<file path="src/rtl/scr_bod_protect_monitor.sv">
// SCR breakover-diode protection monitor.
// Counts BOD firing events within a window that opens on the first event,
// forbids trigger pulses for a fixed lockout time when too many occur, and
// escalates to a sticky fault after repeated lockouts or an SCR state
// conflict. Also keeps saturating per-direction BOD totals for status.
module scr_bod_protect_monitor #(
  parameter int WINDOW_CYCLES  = 50000,
  parameter int BOD_LIMIT      = 3,
  parameter int LOCKOUT_CYCLES = 500000,
  parameter int TRIP_LIMIT     = 3,
  parameter int CNT_W          = 8
) (
  input  logic             i_clk_50m,
  input  logic             i_rst,
  input  logic             i_SCR_forward_state,
  input  logic             i_SCR_negative_state,
  input  logic             i_SCR_forward_BOD,
  input  logic             i_SCR_negative_BOD,
  input  logic             i_clear,
  output logic             o_signal_forbid,
  output logic             o_fault_forward,
  output logic             o_fault_negative,
  output logic             o_conflict,
  output logic [CNT_W-1:0] o_bod_cnt_forward,
  output logic [CNT_W-1:0] o_bod_cnt_negative,
  output logic [1:0]       o_state
);

  localparam logic [1:0] ST_IDLE    = 2'd0;
  localparam logic [1:0] ST_WINDOW  = 2'd1;
  localparam logic [1:0] ST_LOCKOUT = 2'd2;
  localparam logic [1:0] ST_FAULT   = 2'd3;

  // Timer widths follow their own terminal counts; a width of at least 1 keeps
  // degenerate parameter choices legal.
  localparam int WIN_TW = (WINDOW_CYCLES > 1)  ? $clog2(WINDOW_CYCLES)  : 1;
  localparam int LCK_TW = (LOCKOUT_CYCLES > 1) ? $clog2(LOCKOUT_CYCLES) : 1;
  // Window count spans 0..BOD_LIMIT.
  localparam int WC_W   = $clog2(BOD_LIMIT + 1);
  // Lockout count reaches TRIP_LIMIT on the escalating trip.
  localparam int LC_W   = $clog2(TRIP_LIMIT + 1);
  // Sum of window count plus up to two events in one cycle.
  localparam int SUM_W  = WC_W + 2;

  localparam logic [WIN_TW-1:0] WIN_LAST  = WIN_TW'(WINDOW_CYCLES - 1);
  localparam logic [LCK_TW-1:0] LCK_LAST  = LCK_TW'(LOCKOUT_CYCLES - 1);
  localparam logic [SUM_W-1:0]  SUM_LIMIT = SUM_W'(BOD_LIMIT);
  localparam logic [LC_W-1:0]   LC_ESC    = LC_W'(TRIP_LIMIT - 1);
  localparam logic [LC_W-1:0]   LC_MAX    = {LC_W{1'b1}};

  // Saturating event counter; a clear in the same cycle as an event loads 1.
  function automatic logic [CNT_W-1:0] cnt_upd(input logic [CNT_W-1:0] cur,
                                               input logic ev,
                                               input logic clr);
    logic [CNT_W-1:0] base;
    base = clr ? {CNT_W{1'b0}} : cur;
    if (ev && (base != {CNT_W{1'b1}})) begin
      cnt_upd = base + CNT_W'(1);
    end else begin
      cnt_upd = base;
    end
  endfunction

  logic              prev_fwd_r;
  logic              prev_neg_r;
  logic [1:0]        state_r;
  logic [1:0]        state_nxt_s;
  logic [WIN_TW-1:0] win_timer_r;
  logic [WIN_TW-1:0] win_timer_nxt_s;
  logic [LCK_TW-1:0] lck_timer_r;
  logic [LCK_TW-1:0] lck_timer_nxt_s;
  logic [WC_W-1:0]   win_cnt_r;
  logic [WC_W-1:0]   win_cnt_nxt_s;
  logic              win_dir_fwd_r;
  logic              win_dir_fwd_nxt_s;
  logic              win_dir_neg_r;
  logic              win_dir_neg_nxt_s;
  logic [LC_W-1:0]   lockout_cnt_r;
  logic [LC_W-1:0]   lockout_cnt_nxt_s;
  logic              fault_fwd_r;
  logic              fault_fwd_nxt_s;
  logic              fault_neg_r;
  logic              fault_neg_nxt_s;
  logic              conflict_r;
  logic              conflict_nxt_s;
  logic [CNT_W-1:0]  cnt_fwd_r;
  logic [CNT_W-1:0]  cnt_fwd_nxt_s;
  logic [CNT_W-1:0]  cnt_neg_r;
  logic [CNT_W-1:0]  cnt_neg_nxt_s;
  logic              forbid_r;
  logic              forbid_nxt_s;

  logic              ev_fwd_s;
  logic              ev_neg_s;
  logic [1:0]        ev_num_s;
  logic              conflict_s;
  logic              clear_s;
  logic [LC_W-1:0]   lc_base_s;
  logic [SUM_W-1:0]  sum_s;

  // Rising-edge detection on the BOD levels and qualification of clear.
  always_comb begin
    ev_fwd_s   = i_SCR_forward_BOD & ~prev_fwd_r;
    ev_neg_s   = i_SCR_negative_BOD & ~prev_neg_r;
    ev_num_s   = {1'b0, ev_fwd_s} + {1'b0, ev_neg_s};
    conflict_s = i_SCR_forward_state & i_SCR_negative_state;
    // A conflict in the same cycle wins over clear entirely.
    clear_s    = i_clear & ~conflict_s;
    lc_base_s  = clear_s ? {LC_W{1'b0}} : lockout_cnt_r;
    sum_s      = {2'b00, win_cnt_r} + SUM_W'(ev_num_s);
  end

  // Next-state logic for the protection FSM, timers, counters and flags.
  always_comb begin
    state_nxt_s       = state_r;
    win_timer_nxt_s   = win_timer_r;
    lck_timer_nxt_s   = lck_timer_r;
    win_cnt_nxt_s     = win_cnt_r;
    win_dir_fwd_nxt_s = win_dir_fwd_r;
    win_dir_neg_nxt_s = win_dir_neg_r;
    lockout_cnt_nxt_s = lc_base_s;
    cnt_fwd_nxt_s     = cnt_upd(cnt_fwd_r, ev_fwd_s, clear_s);
    cnt_neg_nxt_s     = cnt_upd(cnt_neg_r, ev_neg_s, clear_s);
    if (clear_s) begin
      fault_fwd_nxt_s = 1'b0;
      fault_neg_nxt_s = 1'b0;
      conflict_nxt_s  = 1'b0;
    end else begin
      fault_fwd_nxt_s = fault_fwd_r;
      fault_neg_nxt_s = fault_neg_r;
      conflict_nxt_s  = conflict_r;
    end

    case (state_r)
      ST_IDLE: begin
        if (ev_num_s != 2'd0) begin
          state_nxt_s       = ST_WINDOW;
          win_timer_nxt_s   = {WIN_TW{1'b0}};
          win_cnt_nxt_s     = WC_W'(ev_num_s);
          win_dir_fwd_nxt_s = ev_fwd_s;
          win_dir_neg_nxt_s = ev_neg_s;
        end else begin
          state_nxt_s = ST_IDLE;
        end
      end
      ST_WINDOW: begin
        if (sum_s >= SUM_LIMIT) begin
          // Flag every direction that fired during this window.
          fault_fwd_nxt_s   = fault_fwd_nxt_s | win_dir_fwd_r | ev_fwd_s;
          fault_neg_nxt_s   = fault_neg_nxt_s | win_dir_neg_r | ev_neg_s;
          state_nxt_s       = (lc_base_s == LC_ESC) ? ST_FAULT : ST_LOCKOUT;
          if (lc_base_s != LC_MAX) begin
            lockout_cnt_nxt_s = lc_base_s + LC_W'(1);
          end else begin
            lockout_cnt_nxt_s = lc_base_s;
          end
          lck_timer_nxt_s   = {LCK_TW{1'b0}};
          win_timer_nxt_s   = {WIN_TW{1'b0}};
          win_cnt_nxt_s     = {WC_W{1'b0}};
          win_dir_fwd_nxt_s = 1'b0;
          win_dir_neg_nxt_s = 1'b0;
        end else if (win_timer_r == WIN_LAST) begin
          state_nxt_s       = ST_IDLE;
          win_timer_nxt_s   = {WIN_TW{1'b0}};
          win_cnt_nxt_s     = {WC_W{1'b0}};
          win_dir_fwd_nxt_s = 1'b0;
          win_dir_neg_nxt_s = 1'b0;
        end else begin
          win_timer_nxt_s   = win_timer_r + WIN_TW'(1);
          win_cnt_nxt_s     = sum_s[WC_W-1:0];
          win_dir_fwd_nxt_s = win_dir_fwd_r | ev_fwd_s;
          win_dir_neg_nxt_s = win_dir_neg_r | ev_neg_s;
        end
      end
      ST_LOCKOUT: begin
        if (lck_timer_r == LCK_LAST) begin
          state_nxt_s     = ST_IDLE;
          lck_timer_nxt_s = {LCK_TW{1'b0}};
        end else begin
          lck_timer_nxt_s = lck_timer_r + LCK_TW'(1);
        end
      end
      ST_FAULT: begin
        if (clear_s) begin
          state_nxt_s = ST_IDLE;
        end else begin
          state_nxt_s = ST_FAULT;
        end
      end
      default: begin
        state_nxt_s     = ST_IDLE;
        win_timer_nxt_s = {WIN_TW{1'b0}};
        lck_timer_nxt_s = {LCK_TW{1'b0}};
        win_cnt_nxt_s   = {WC_W{1'b0}};
      end
    endcase

    // Both SCRs conducting at once is unsafe: latch it and force FAULT.
    if (conflict_s) begin
      conflict_nxt_s    = 1'b1;
      state_nxt_s       = ST_FAULT;
      win_timer_nxt_s   = {WIN_TW{1'b0}};
      lck_timer_nxt_s   = {LCK_TW{1'b0}};
      win_cnt_nxt_s     = {WC_W{1'b0}};
      win_dir_fwd_nxt_s = 1'b0;
      win_dir_neg_nxt_s = 1'b0;
    end else begin
      conflict_nxt_s = conflict_nxt_s;
    end

    forbid_nxt_s = (state_nxt_s == ST_LOCKOUT) || (state_nxt_s == ST_FAULT);
  end

  // State and output registers with synchronous reset.
  always_ff @(posedge i_clk_50m) begin
    if (i_rst) begin
      prev_fwd_r    <= 1'b0;
      prev_neg_r    <= 1'b0;
      state_r       <= ST_IDLE;
      win_timer_r   <= {WIN_TW{1'b0}};
      lck_timer_r   <= {LCK_TW{1'b0}};
      win_cnt_r     <= {WC_W{1'b0}};
      win_dir_fwd_r <= 1'b0;
      win_dir_neg_r <= 1'b0;
      lockout_cnt_r <= {LC_W{1'b0}};
      fault_fwd_r   <= 1'b0;
      fault_neg_r   <= 1'b0;
      conflict_r    <= 1'b0;
      cnt_fwd_r     <= {CNT_W{1'b0}};
      cnt_neg_r     <= {CNT_W{1'b0}};
      forbid_r      <= 1'b0;
    end else begin
      prev_fwd_r    <= i_SCR_forward_BOD;
      prev_neg_r    <= i_SCR_negative_BOD;
      state_r       <= state_nxt_s;
      win_timer_r   <= win_timer_nxt_s;
      lck_timer_r   <= lck_timer_nxt_s;
      win_cnt_r     <= win_cnt_nxt_s;
      win_dir_fwd_r <= win_dir_fwd_nxt_s;
      win_dir_neg_r <= win_dir_neg_nxt_s;
      lockout_cnt_r <= lockout_cnt_nxt_s;
      fault_fwd_r   <= fault_fwd_nxt_s;
      fault_neg_r   <= fault_neg_nxt_s;
      conflict_r    <= conflict_nxt_s;
      cnt_fwd_r     <= cnt_fwd_nxt_s;
      cnt_neg_r     <= cnt_neg_nxt_s;
      forbid_r      <= forbid_nxt_s;
    end
  end

  assign o_signal_forbid    = forbid_r;
  assign o_fault_forward    = fault_fwd_r;
  assign o_fault_negative   = fault_neg_r;
  assign o_conflict         = conflict_r;
  assign o_bod_cnt_forward  = cnt_fwd_r;
  assign o_bod_cnt_negative = cnt_neg_r;
  assign o_state            = state_r;

endmodule

</file>
<file path="config.mk">
export PLATFORM = sky130hd
export DESIGN_NAME = scr_bod_protect_monitor
export DESIGN_NICKNAME = d
export VERILOG_FILES = /design/src/rtl/scr_bod_protect_monitor.sv
export SDC_FILE = /design/constraint.sdc
export NUM_CORES = 1
export LEC_CHECK = 0
export ABC_AREA = 1
export CORE_MARGIN = 2
export CORE_UTILIZATION = 60
export CTS_CLUSTER_DIAMETER = 120
export DETAILED_ROUTE_END_ITERATION = 12
export GPL_ROUTABILITY_DRIVEN = 0
export HOLD_SLACK_MARGIN = 0.08
export PLACE_DENSITY = 0.93
export SKIP_LAST_GASP = 1
export SYNTH_ARGS = -nofsm -noshare
export SYNTH_HDL_FRONTEND = slang
export SYNTH_SLANG_ARGS = --single-unit
</file>
<file path="constraint.sdc">
create_clock -name i_clk_50m -period 7.31 [get_ports i_clk_50m]
set_input_delay 1.462 -clock i_clk_50m [delete_from_list [all_inputs] [get_ports i_clk_50m]]
set_output_delay 1.462 -clock i_clk_50m [all_outputs]
set_load 0.1 [all_outputs]
</file>
==> results.yml, run 1 <==
status:
  status: "finished, final reports clean"
route:
  via_per_inst: 5.49
  wl_per_cell_um: 12.8
  drc: 0
  vias: 3619
  dr.pass1.iters: 5
  routed_wirelength_mm: 8.46
  drt-initial-drc-count: 215
  ant_nets: 0
floorplanning:
  die_y_um: 82.6
  core_mm2: 0.00596
  die-area_mm2: 0.00682
  start_util: 0.622
  ios: 29
  rows: 28
  die_w_um: 82.6
clocking:
  path_clk_slew_ns: 0.08
  cts_root_buffer: "clkbuf_8"
  tritoncts: "done"
  clock_path_buffers: 2
  cts_setup_buffers: 0
  ctsHtreeMaxLevel: 3
  clock_sinks: 65
  numCtsBuffers: 9
  hold_buffers: 0
  clkLatencyLatePin_ns: 0.36
  cts_resized: 0
place:
  pre_cts_ws_ns: 2.90
  io_buffers: 28
  hpwl_mm: 5.96
  dpl.cell_count: 643
synthesis:
  ys_ff_latch: 65
  synth_edf_count: 0
  synth_ff_type: "dfxtp_1"
  yosys.area.top_type: "dfxtp_1"
  synth_area_per_cell_um2: 6.75
  synthArstFlopShare: 0
  synth_top_area_frac: 0.351
  yosysSeqAreaShare: 0.351
  synth_cell_types: 39
  synth_warnings: 0
  synthCells: 549
  netlist_area_mm2: 0.00371
  syn-num-nets: 564
  ys_top_cells_by_area: "dfxtp_1 (35%), nand2_1 (12%), nor2_1 (8.2%)"
final_layout:
  fillCellCount: 451
  fin_nets: 594
  finish.utilization: 0.711
  drive_gt1_frac: 0.111
  diodes: 0
  area_growth_pct: 14.3
  fin_cells: 659
min_path:
  hold_class: "flip-flop to flip-flop"
worst_setup_path:
  r2r_slack_ns: 4.54
  crit_type: "input port to flip-flop"
  crit_arrival_ns: 4.33
  end_kind: "flip-flop"
  cp_max_fo: 15
  required_ns: 7.59
  slowest_stage: "fa_1"
  path_cells: "clkdlybuf4s50_1 > inv_1 > nor2_1 > buf_4 > inv_1 > ha_1 > ha_1 > fa_1 > a21o_1 > nor3_1 > nand2_1 > nand2_2 > nand2_2 > nor3_1"
  slowest_delay_ns: 0.47
  start_kind: "input port"
timing:
  worst_slew_pin_slew_ns: 1.03
  finalMaxSlewViolations: 0
  fin_crit_ns: 4.05
  post-route-period-util: 0.554
  final-setup-viol-count: 0
  fin_setup_tns_ns: 0
  relSlewSlack: 0.314
  rsz0062_at_grt: "false"
  fmax_ghz: 0.247
  worst_slack_ns: 3.26
  clock_skew_ns: 0.0136
  hold_violations: 0
run:
  max-cap-violations: 0
power_and_ir_drop:
  power_density_mw_per_mm2: 195
  leakage_nw: 1.62
  ir_drop_uv: 169
global_routing:
  grt_pass1_vias: 3344
  busiest_layer: "met2"
  grt-ovfl-total: 0
  grt_max_degree: 22
  antenna_found_initial: 0
  grt_util_met3: 0.0793
  grt_usage: 0.261
  grt_pass1_wl_mm: 13.8
  met2_usage: 0.450
  grtUsageMet1: 0.300
==> flip-flops by register name, indices dropped and copies added (netlist names) <==
signal and count:
lck_timer_r 19, lockout_cnt_r 2, o_bod_cnt_forward 8, o_bod_cnt_negative 8, o_conflict 1, o_fault_forward 1
o_fault_negative 1, o_signal_forbid 1, o_state 2, prev_fwd_r 1, prev_neg_r 1, win_cnt_r 2
win_dir_fwd_r 1, win_dir_neg_r 1, win_timer_r 16
==> Yosys cell counts (3+ instances only) <==
master	number
inv_2	6
nand2_1	117
dfxtp_1	65
buf_4	3
nand4_1	12
nor2_4	3
a21oi_1	36
inv_1	71
o21ai_1	8
buf_6	3
nand2_2	13
buf_2	3
nand2_4	3
o21ai_0	16
xor2_1	9
a21oi_2	3
nor2_2	5
nor3_2	6
nor2_1	81
ha_1	7
nor3_1	13
nand3_1	41
==> layout make-up <==
type	instances	area (um2)	share of cell area
well taps	75	93.8	0.0222
clock buffers	9	124	0.0292
clock inverters	7	95.1	0.0225
inverters	78	295	0.0697
multi-input cells	395	2030	0.479
repair buffers	30	295	0.0697
flip-flops and latches	65	1300	0.307
==> critical path, delay by kind of cell <==
family / cells / cell delay [ns]
AO/OA/AOI/OAI: 1 / 0.21
adder cells (fa/ha/maj): 3 / 1.01
buffers and inverters: 4 / 0.79
AND/OR/NAND/NOR: 6 / 0.85
==> layer usage <==
metal,share of wire,vias up
met1,0.42,1661
met2,0.50,114
li1,-,1817
met3,0.062,27
met5,0,-
met4,0.025,0
==> power breakdown <==
group / total [mW] / internal, mW / switching [mW]
clock: 0.339 / 0.192 / 0.148
sequential: 0.370 / 0.362 / 0.00779
combinational: 0.116 / 0.0300 / 0.0863
==> final timing paths <==
check                    start               to  cells after the start
min reg2reg    o_fault_forward  o_fault_forward                      2
max reg2reg         prev_fwd_r  win_timer_r[10]                     12
max          i_SCR_forward_BOD  win_timer_r[10]                     14
min            o_fault_forward  o_fault_forward                      2
==> metrics by stage <==
stage | area [um2] | power, mW | hold WS (ns)
floorplan | 3710 | 0.468 | 0.454
global placement | 4020 | 0.488 | 0.451
detailed placement | 4020 | 0.492 | 0.471
CTS | 4240 | 0.825 | 0.484
global route | 4240 | 0.849 | 0.509
finish | 4240 | 0.825 | 0.483
==> cell usage in the layout (no fill, tap or decap), drive strengths merged, types with 4 or more instances in the layout <==
master	synthesis	final
a21oi	40	40
clkbuf	2	9
clkdlybuf4s50	0	28
clkinv	0	4
dfxtp	65	65
ha	7	7
inv	78	78
nand2	133	133
nand3	43	43
nand4	12	12
nor2	89	89
nor3	20	20
o21ai	26	26
xor2	9	9
==> logic make-up after synthesis <==
group           Yosys count  synth area share
xor+xnor                 10            0.0236
compound gates           77             0.120
buf+inv                  89             0.101
simple gates            300             0.376
flops                    65             0.351
fa+ha+maj                 8            0.0290
(Power assumes the default switching activity.)
==> run 2: changes to the inputs <==
--- a/config.mk
+++ b/config.mk
@@ -7,12 +7,12 @@
 export LEC_CHECK = 0
 export ABC_AREA = 1
 export CORE_MARGIN = 2
-export CORE_UTILIZATION = 60
+export CORE_UTILIZATION = 53
 export CTS_CLUSTER_DIAMETER = 120
 export DETAILED_ROUTE_END_ITERATION = 12
 export GPL_ROUTABILITY_DRIVEN = 0
 export HOLD_SLACK_MARGIN = 0.08
-export PLACE_DENSITY = 0.93
+export PLACE_DENSITY = 0.87
 export SKIP_LAST_GASP = 1
 export SYNTH_ARGS = -nofsm -noshare
 export SYNTH_HDL_FRONTEND = slang
==> constraint.sdc (replaced) <==
create_clock -name i_clk_50m -period 3.6 [get_ports i_clk_50m]
set_input_delay 0.72 -clock i_clk_50m [delete_from_list [all_inputs] [get_ports i_clk_50m]]
set_output_delay 0.72 -clock i_clk_50m [all_outputs]
set_load 0.1 [all_outputs]
==> results.yml, run 2 (synthesis gave the netlist of run 1 again) <==
worst_setup_path:
  crit_type: "input port to flip-flop"
  start_kind: "input port"
  slowest_delay_ns: 0.46
  path_cells: "clkdlybuf4s50_1 > inv_1 > nor2_1 > inv_1 > ha_1 > ha_1 > fa_1 > a21o_1 > nor3_1 > nand2_1 > nand2_2 > nand2_2 > nor3_1"
  r2r_slack_ns: 1.02
  required_ns: 3.87
  crit_arrival_ns: 3.42
  r2r_start: "prev_fwd_r"
  cp_max_fo: 12
  slowest_stage: "clkdlybuf4s50_1"
  reg2reg_to: "win_timer_r[10]"
  end_kind: "flip-flop"
  r2r_cells: 11
floorplanning:
  ios: 29
  die_y_um: 87.6
  die_w_um: 87.6
  start_util: 0.545
  die-area_mm2: 0.00768
  rows: 30
  core_mm2: 0.00679
power_and_ir_drop:
  leakage_nw: 1.60
  p_sw_mw: 0.461
  power_density_mw_per_mm2: 361
  p_total_mw: 1.52
  internal_power_mw: 1.06
  p_seq_frac: 0.493
  switching_share: 0.303
  pwr-share-comb: 0.156
  p_clk_frac: 0.351
  ir_drop_uv: 275
clocking:
  cts_setup_buffers: 0
  ctsHtreeMaxLevel: 3
  cts_root_buffer: "clkbuf_8"
  clock_path_buffers: 2
  clkLatencyLatePin_ns: 0.35
  tritoncts: "done"
  clock_sinks: 65
  hold_buffers: 0
  numCtsBuffers: 9
  cts_resized: 0
  path_clk_slew_ns: 0.07
timing:
  hold_violations: 0
  finalMaxSlewViolations: 0
  worst_slew_pin_slew_ns: 0.992
  post-route-period-util: 0.875
  fin_setup_tns_ns: 0
  clock_skew_ns: 0.00950
  fin_crit_ns: 3.15
  final-setup-viol-count: 0
  rsz0062_at_grt: "false"
  relSlewSlack: 0.337
  fmax_ghz: 0.317
route:
  drc: 0
  via_per_inst: 5.20
  drt-initial-drc-count: 160
  wl_per_cell_um: 11.9
  vias: 3539
  routed_wirelength_mm: 8.13
  ant_nets: 0
  dr.pass1.iters: 5
final_layout:
  top_regs: "lck_timer_r: 19 flops, win_timer_r: 16 flops"
  finish.utilization: 0.621
  area_growth_pct: 13.8
  final_cell_mix: "nand2_1 (117), nor2_1 (81), inv_1 (71)"
  drive_gt1_frac: 0.111
  largest_register_ffs: 19
  diodes: 0
  fin_nets: 596
  largest-register: "lck_timer_r"
  register_area_mm2: 0.00130
  fin_cells: 681
  final_common_cell: "nand2_1"
  multi_input_area_mm2: 0.00203
  fillCellCount: 597
global_routing:
  grt_pass1_wl_mm: 13.8
  antenna_found_initial: 0
  grt-ovfl-total: 0
  grt_usage: 0.222
  grt_pass1_vias: 3238
  grt_max_degree: 18
status:
  status: "finished, final reports clean"
min_path:
  hold_path_depth: 2
  hold_end: "o_fault_forward"
  hold_class: "flip-flop to flip-flop"
  hp-start: "o_fault_forward"
place:
  dpl.cell_count: 666
  io_buffers: 28
  hpwl_mm: 5.95
run:
  max-cap-violations: 0
-- run 2: cell type report --
| cell class | count | share of cell area |
|---|---|---|
| well taps | 96 | 0.0285 |
| clock inverters | 3 | 0.00415 |
| inverters | 78 | 0.0700 |
| multi-input cells | 395 | 0.481 |
| clock buffers | 12 | 0.0344 |
| repair buffers | 32 | 0.0730 |
| flip-flops and latches | 65 | 0.309 |
-- run 2: power groups by stage --
| stage | Combinational (mW) | Sequential [mW] | Clock [mW] |
|---|---|---|---|
| after floorplan | 0.130 | 0.820 | 0 |
| after global placement | 0.230 | 0.765 | 0 |
| after detailed placement | 0.235 | 0.766 | 0 |
| after CTS | 0.236 | 0.750 | 0.541 |
| after global routing | 0.256 | 0.752 | 0.573 |
| final | 0.237 | 0.751 | 0.534 |
-- run 2: worst max path at each step --
| stage | from | to |
|---|---|---|
| after floorplan | i_SCR_forward_BOD | win_timer_r[11] |
| after global placement | i_SCR_forward_BOD | win_timer_r[10] |
| after detailed placement | i_SCR_negative_BOD | win_timer_r[10] |
| after CTS | i_SCR_forward_BOD | win_timer_r[10] |
| after global routing | i_SCR_forward_BOD | win_timer_r[10] |
| final | i_SCR_forward_BOD | win_timer_r[10] |
-- run 2: per-layer routing --
metal / vias up / track usage / part of all wire
met5: - / 0 / 0
met4: 0 / 0.0699 / 0.012
met3: 9 / 0.0556 / 0.043
met2: 73 / 0.371 / 0.48
met1: 1639 / 0.283 / 0.47
li1: 1818 / - / -
-- run 2: stage by stage --
step,hold WS [ns],cell area (um2),setup WS [ns]
global route,0.477,4220,0.257
global placement,0.456,4060,0.240
detailed placement,0.456,4060,0.121
finish,0.467,4220,0.450
CTS,0.466,4220,0.484
floorplan,0.454,3710,0.565
-- run 2: worst max-delay path: cells and delay by family --
family	cells	cell delay, ns
AOI/OAI and AO/OA	1	0.22
adders and majority gates	3	0.97
buffers and inverters	3	0.58
and+or+nand+nor	6	0.92
==> run 3: changes to the inputs <==
--- a/config.mk
+++ b/config.mk
@@ -6,7 +6,7 @@
 export NUM_CORES = 1
 export LEC_CHECK = 0
 export ABC_AREA = 1
-export CORE_MARGIN = 2
+export CORE_MARGIN = 8
 export CORE_UTILIZATION = 53
 export CTS_CLUSTER_DIAMETER = 120
 export DETAILED_ROUTE_END_ITERATION = 12
==> results.yml, run 3 (synthesis gave the netlist of run 1 again) <==
worst_setup_path:
  r2r_cells: 11
  slowest_delay_ns: 0.45
  end_kind: "flip-flop"
  critPathCapture: "win_timer_r[10]"
  crit_type: "input port to flip-flop"
  start_kind: "input port"
  required_ns: 3.85
  cp_max_fo: 12
  crit_start: "i_SCR_forward_BOD"
  r2r_slack_ns: 1.04
  crit_arrival_ns: 3.38
  r2r_start: "prev_fwd_r"
  path_cells: "clkdlybuf4s50_1 > inv_1 > nor2_1 > inv_1 > ha_1 > ha_1 > fa_1 > a21o_1 > nor3_1 > nand2_1 > nand2_2 > nand2_2 > nor3_1"
  slowest_stage: "clkdlybuf4s50_1"
  reg2reg_to: "win_timer_r[10]"
clocking:
  numCtsBuffers: 9
  cts_setup_buffers: 0
  clkLatencyLatePin_ns: 0.34
  tritoncts: "done"
  cts_root_buffer: "clkbuf_8"
  ctsHtreeMaxLevel: 3
  clock_sinks: 65
  clock_path_buffers: 2
  cts_resized: 0
  hold_buffers: 0
  path_clk_slew_ns: 0.07
route:
  via_per_inst: 5.22
  dr.pass1.iters: 5
  wl_per_cell_um: 12.1
  ant_nets: 0
  drt-initial-drc-count: 206
  vias: 3557
  routed_wirelength_mm: 8.25
  drc: 0
power_and_ir_drop:
  p_total_mw: 1.66
  ir_drop_uv: 329
  leakage_nw: 1.62
  power_density_mw_per_mm2: 389
final_layout:
  final_cell_mix: "nand2_1 (117), nor2_1 (81), inv_1 (71)"
  drive_gt1_frac: 0.113
  largest_register_ffs: 19
  register_area_mm2: 0.00130
  multi_input_area_mm2: 0.00203
  final_common_cell: "nand2_1"
  area_growth_pct: 15.1
  fillCellCount: 607
  top_regs: "lck_timer_r: 19 flops, win_timer_r: 16 flops"
  fin_nets: 596
  largest-register: "lck_timer_r"
  fin_cells: 682
  finish.utilization: 0.628
  diodes: 0
floorplanning:
  ios: 29
  die-area_mm2: 0.00992
  core_mm2: 0.00679
  die_y_um: 99.6
  start_util: 0.545
  rows: 30
  die_w_um: 99.6
timing:
  fin_crit_ns: 3.13
  final-setup-viol-count: 0
  whs_ns: 0.467
  fmax_ghz: 0.320
  relSlewSlack: 0.339
  fin_setup_tns_ns: 0
  clock_skew_ns: 0.0106
  finalMaxSlewViolations: 0
  worst_slew_pin_slew_ns: 0.988
  post-route-period-util: 0.869
  rsz0062_at_grt: "false"
  hold_violations: 0
global_routing:
  grt-ovfl-total: 0
  grt_usage: 0.173
  antenna_found_initial: 0
  grt_pass1_vias: 3339
  grt_max_degree: 18
  grt_pass1_wl_mm: 14.3
place:
  hpwl_mm: 6.16
  dpl.cell_count: 666
  io_buffers: 28
run:
  max-cap-violations: 0
status:
  status: "finished, final reports clean"
min_path:
  hold_class: "flip-flop to flip-flop"
  hold_path_depth: 2
[run 3: stage by stage]
stage	worst slack, ns	instance area [um2]
2_1_floorplan	0.565	3710
3_3_place_gp	0.237	4060
3_5_place_dp	0.139	4060
4_1_cts	0.480	4270
5_1_grt	0.225	4270
6_report	0.471	4270
[run 3: worst max-delay path, delay by kind of cell]
kind / cells / cell delay [ns]
AO/OA/AOI/OAI: 1 / 0.21
adder cells (fa/ha/maj): 3 / 0.96
AND/OR/NAND/NOR: 6 / 0.91
buffers and inverters: 3 / 0.58
[run 3: report_power, final]
group          internal (mW)  leakage (nW)  total (mW)  switching, mW
Clock                  0.389        0.0995       0.673          0.284
Sequential             0.735         0.526       0.750         0.0151
Combinational         0.0620         0.993       0.237          0.175
Total                   1.19          1.62        1.66          0.473
[run 3: cell type report]
cell class | instances | area share
Clock buffer | 11 | 0.0308
Sequential cell | 65 | 0.305
Clock inverter | 5 | 0.0188
Inverter | 78 | 0.0692
Timing Repair Buffer | 32 | 0.0721
Multi-Input combinational cell | 395 | 0.476
Tap cell | 96 | 0.0282
[run 3: routing by layer]
| metal | up-vias | part of all wire | track usage | wire length [um] |
|---|---|---|---|---|
| li1 | 1820 | - | - | - |
| met1 | 1630 | 0.46 | 0.205 | 3790 |
| met2 | 93 | 0.48 | 0.295 | 3990 |
| met3 | 14 | 0.039 | 0.0265 | 323 |
| met4 | 0 | 0.018 | 0.0908 | 145 |
| met5 | - | 0 | 0 | 0 |
[run 3: how the worst min path moves through the flow]
stage                 endpoint  slack, ns             from
3_3_place_gp        o_conflict       0.45       o_conflict
4_1_cts             o_conflict       0.47       o_conflict
2_1_floorplan  win_timer_r[15]       0.45  win_timer_r[15]
6_report            o_conflict       0.47       o_conflict
3_5_place_dp        o_conflict       0.46       o_conflict
5_1_grt             o_conflict       0.49       o_conflict
==> variant (flow settings as in run 2) <==
The output `o_signal_forbid` loses its register stage (`forbid_r` becomes a continuous assignment).
--- a/src/rtl/scr_bod_protect_monitor.sv
+++ b/src/rtl/scr_bod_protect_monitor.sv
@@ -229,5 +229,4 @@
       cnt_fwd_r     <= {CNT_W{1'b0}};
       cnt_neg_r     <= {CNT_W{1'b0}};
-      forbid_r      <= 1'b0;
     end else begin
       prev_fwd_r    <= i_SCR_forward_BOD;
@@ -245,7 +244,8 @@
       cnt_fwd_r     <= cnt_fwd_nxt_s;
       cnt_neg_r     <= cnt_neg_nxt_s;
-      forbid_r      <= forbid_nxt_s;
     end
   end
+
+  assign forbid_r = forbid_nxt_s;
 
   assign o_signal_forbid    = forbid_r;
Formal check against the unedited RTL: not equivalent (Yosys sat finds a counterexample within 4 cycles, from zero or initial values and one cycle with i_rst high).
==> variant against run 2 <==
  * Largest power group unchanged
  * Global-route usage increased by 3.1 points
  * Critical path type is now primary input to output port
  * Area after synthesis decreased by 2.2%
  * Cell count decreased by 0.29%
  * Setup slack got worse by 0.32 ns
  * Sequential cell count decreased by 1
  * Power increased by 13%
  * First-iteration DRC count increased by 79%
  * Register-to-register slack got worse by 0.07 ns
  * Via count increased by 3.9%
  * Routed wire length increased by 11%
  * Design area increased by 2.5%
  * Count of clock-buffer cells in the layout decreased by 1
  * Sequential power decreased by 2%
==> variant: results (changes against run 2) <==
| Metric | Value |
|---|---|
| Status | finished, final reports clean |
| Final #Nets | 609 (+2.2%) |
| Slew HR | 0.335 (-0.00194) |
| Aggregate routed wire length | 9040 um (+11%) |
| TritonCTS buffer count | 9 (unchanged) |
| Via count | 3677 (+3.9%) |
| Critical Path AT | 2.75 ns (-0.67 ns) |
| Top cells by area, synth | dfxtp_1, nand2_1, nor2_1, inv_1, a21oi_1 |
| Mapped Nets | 568 (+0.71%) |
| Distinct cells, synth | 37 (-5.1%) |
| Post-DP HPWL | 6230 um (+4.7%) |
| Synth warn | 0 (unchanged) |
| Register area share after synthesis | 0.353 (+0.00235) |
| Biggest regs | lck_timer_r: 19 flops, win_timer_r: 16 flops |
| I/O Buffers | 28 (unchanged) |
| Synth top cells by count | nand2_1, nor2_1, inv_1 |
| Avg Inst Size Synth | 6.55 um^2 (-2.9%) |
| Worst Skew | 0.00986 ns (+0.000366 ns) |
| Largest net degree at the start of global routing | 16 (-2) |
| CTS clk-pin slew, worst paths | 0.07 ns (about the same) |
| Vias in the first global route | 3490 (+7.8%) |
| Share of post-route cells with drive strength above 1 | 0.105 (-0.00594) |
| Routed vias/inst | 5.42 (+4.2%) |
| Wire length of the first global-routing pass | 15200 um (+11%) |
| Cell total after placement | 660 (-0.90%) |
| Initial drt markers | 286 (+79%) |
| Gr usage total | 0.253 (+0.0306) |
| Place WS | -0.353 ns (-0.474 ns) |
| CTS Buffer Depth | 2 (unchanged) |
| Reg-to-reg setup timing slack | 0.95 ns (-0.07 ns) |
| Worst hold-check path type | flip-flop to flip-flop |
| Initial antenna violation count | 0 (unchanged) |
| Static Leak | 1.62 nW (+1.3%) |
| Max VDD drop | 332 uV (+21%) |
| Crit-path max FO | 2 (-10) |
| Placed cell areas | 0.00405 mm^2 (-0.25%) |
[variant: layer usage]
layer	part of all wire	GRT usage	vias up
li1	-	-	1861
met1	0.42	0.306	1669
met2	0.50	0.423	125
met3	0.058	0.0676	22
met4	0.022	0.108	0
met5	0	0	-
[variant: metrics by stage]
step	TNS [ns]	hold WS [ns]
after floorplan	0	0.455
after global placement	-0.239	0.449
after detailed placement	-2.01	0.469
after CTS	0	0.485
after global routing	0	0.512
final	0	0.482
[variant: final cells by class]
class,instances,area [um^2]
clock buffers,11,131
multi-input cells,403,2050
repair buffers,42,405
well taps,80,100
fillers,557,2390
flip-flops and latches,64,1280
inverters,74,278
clock inverters,5,81.3
[variant: critical path: stages]
cell,delay (ns)
dlygate4sd2_1,0.22
inv_2,0.06
nor2_4,0.12
inv_2,0.07
ha_4,0.22
ha_4,0.15
fa_1,0.50
a21oi_2,0.18
nor2_2,0.08
nor2_2,0.15
nand2_2,0.10
buf_12,0.17
[variant: path summary, 6_finish.rpt]
path                                        start              end  depth (start not counted)
worst min-delay path                   o_conflict       o_conflict                          2
worst max-delay path            i_SCR_forward_BOD  o_signal_forbid                         12
worst max register to register         prev_neg_r   win_timer_r[2]                         11
worst min register to register         o_conflict       o_conflict                          2
[variant: kinds of logic after synthesis]
family / after synthesis / synth area share
compound gates: 76 / 0.113
buf+inv: 86 / 0.0953
xor+xnor: 14 / 0.0338
simple gates: 305 / 0.375
fa+ha+maj: 8 / 0.0297
flops: 64 / 0.353
[variant: timing repair]
item	in CTS	in global routing
setup endpoints to repair	1	0
buffers inserted	3	0
gates resized for setup	15	0
[variant: power by group]
group	internal [W]	leakage, nW	switching [W]
Combinational	0.0000897	1.00	0.000198
Clock	0.000390	0.104	0.000297
Sequential	0.000723	0.518	0.0000145
Total	0.00120	1.62	0.000509
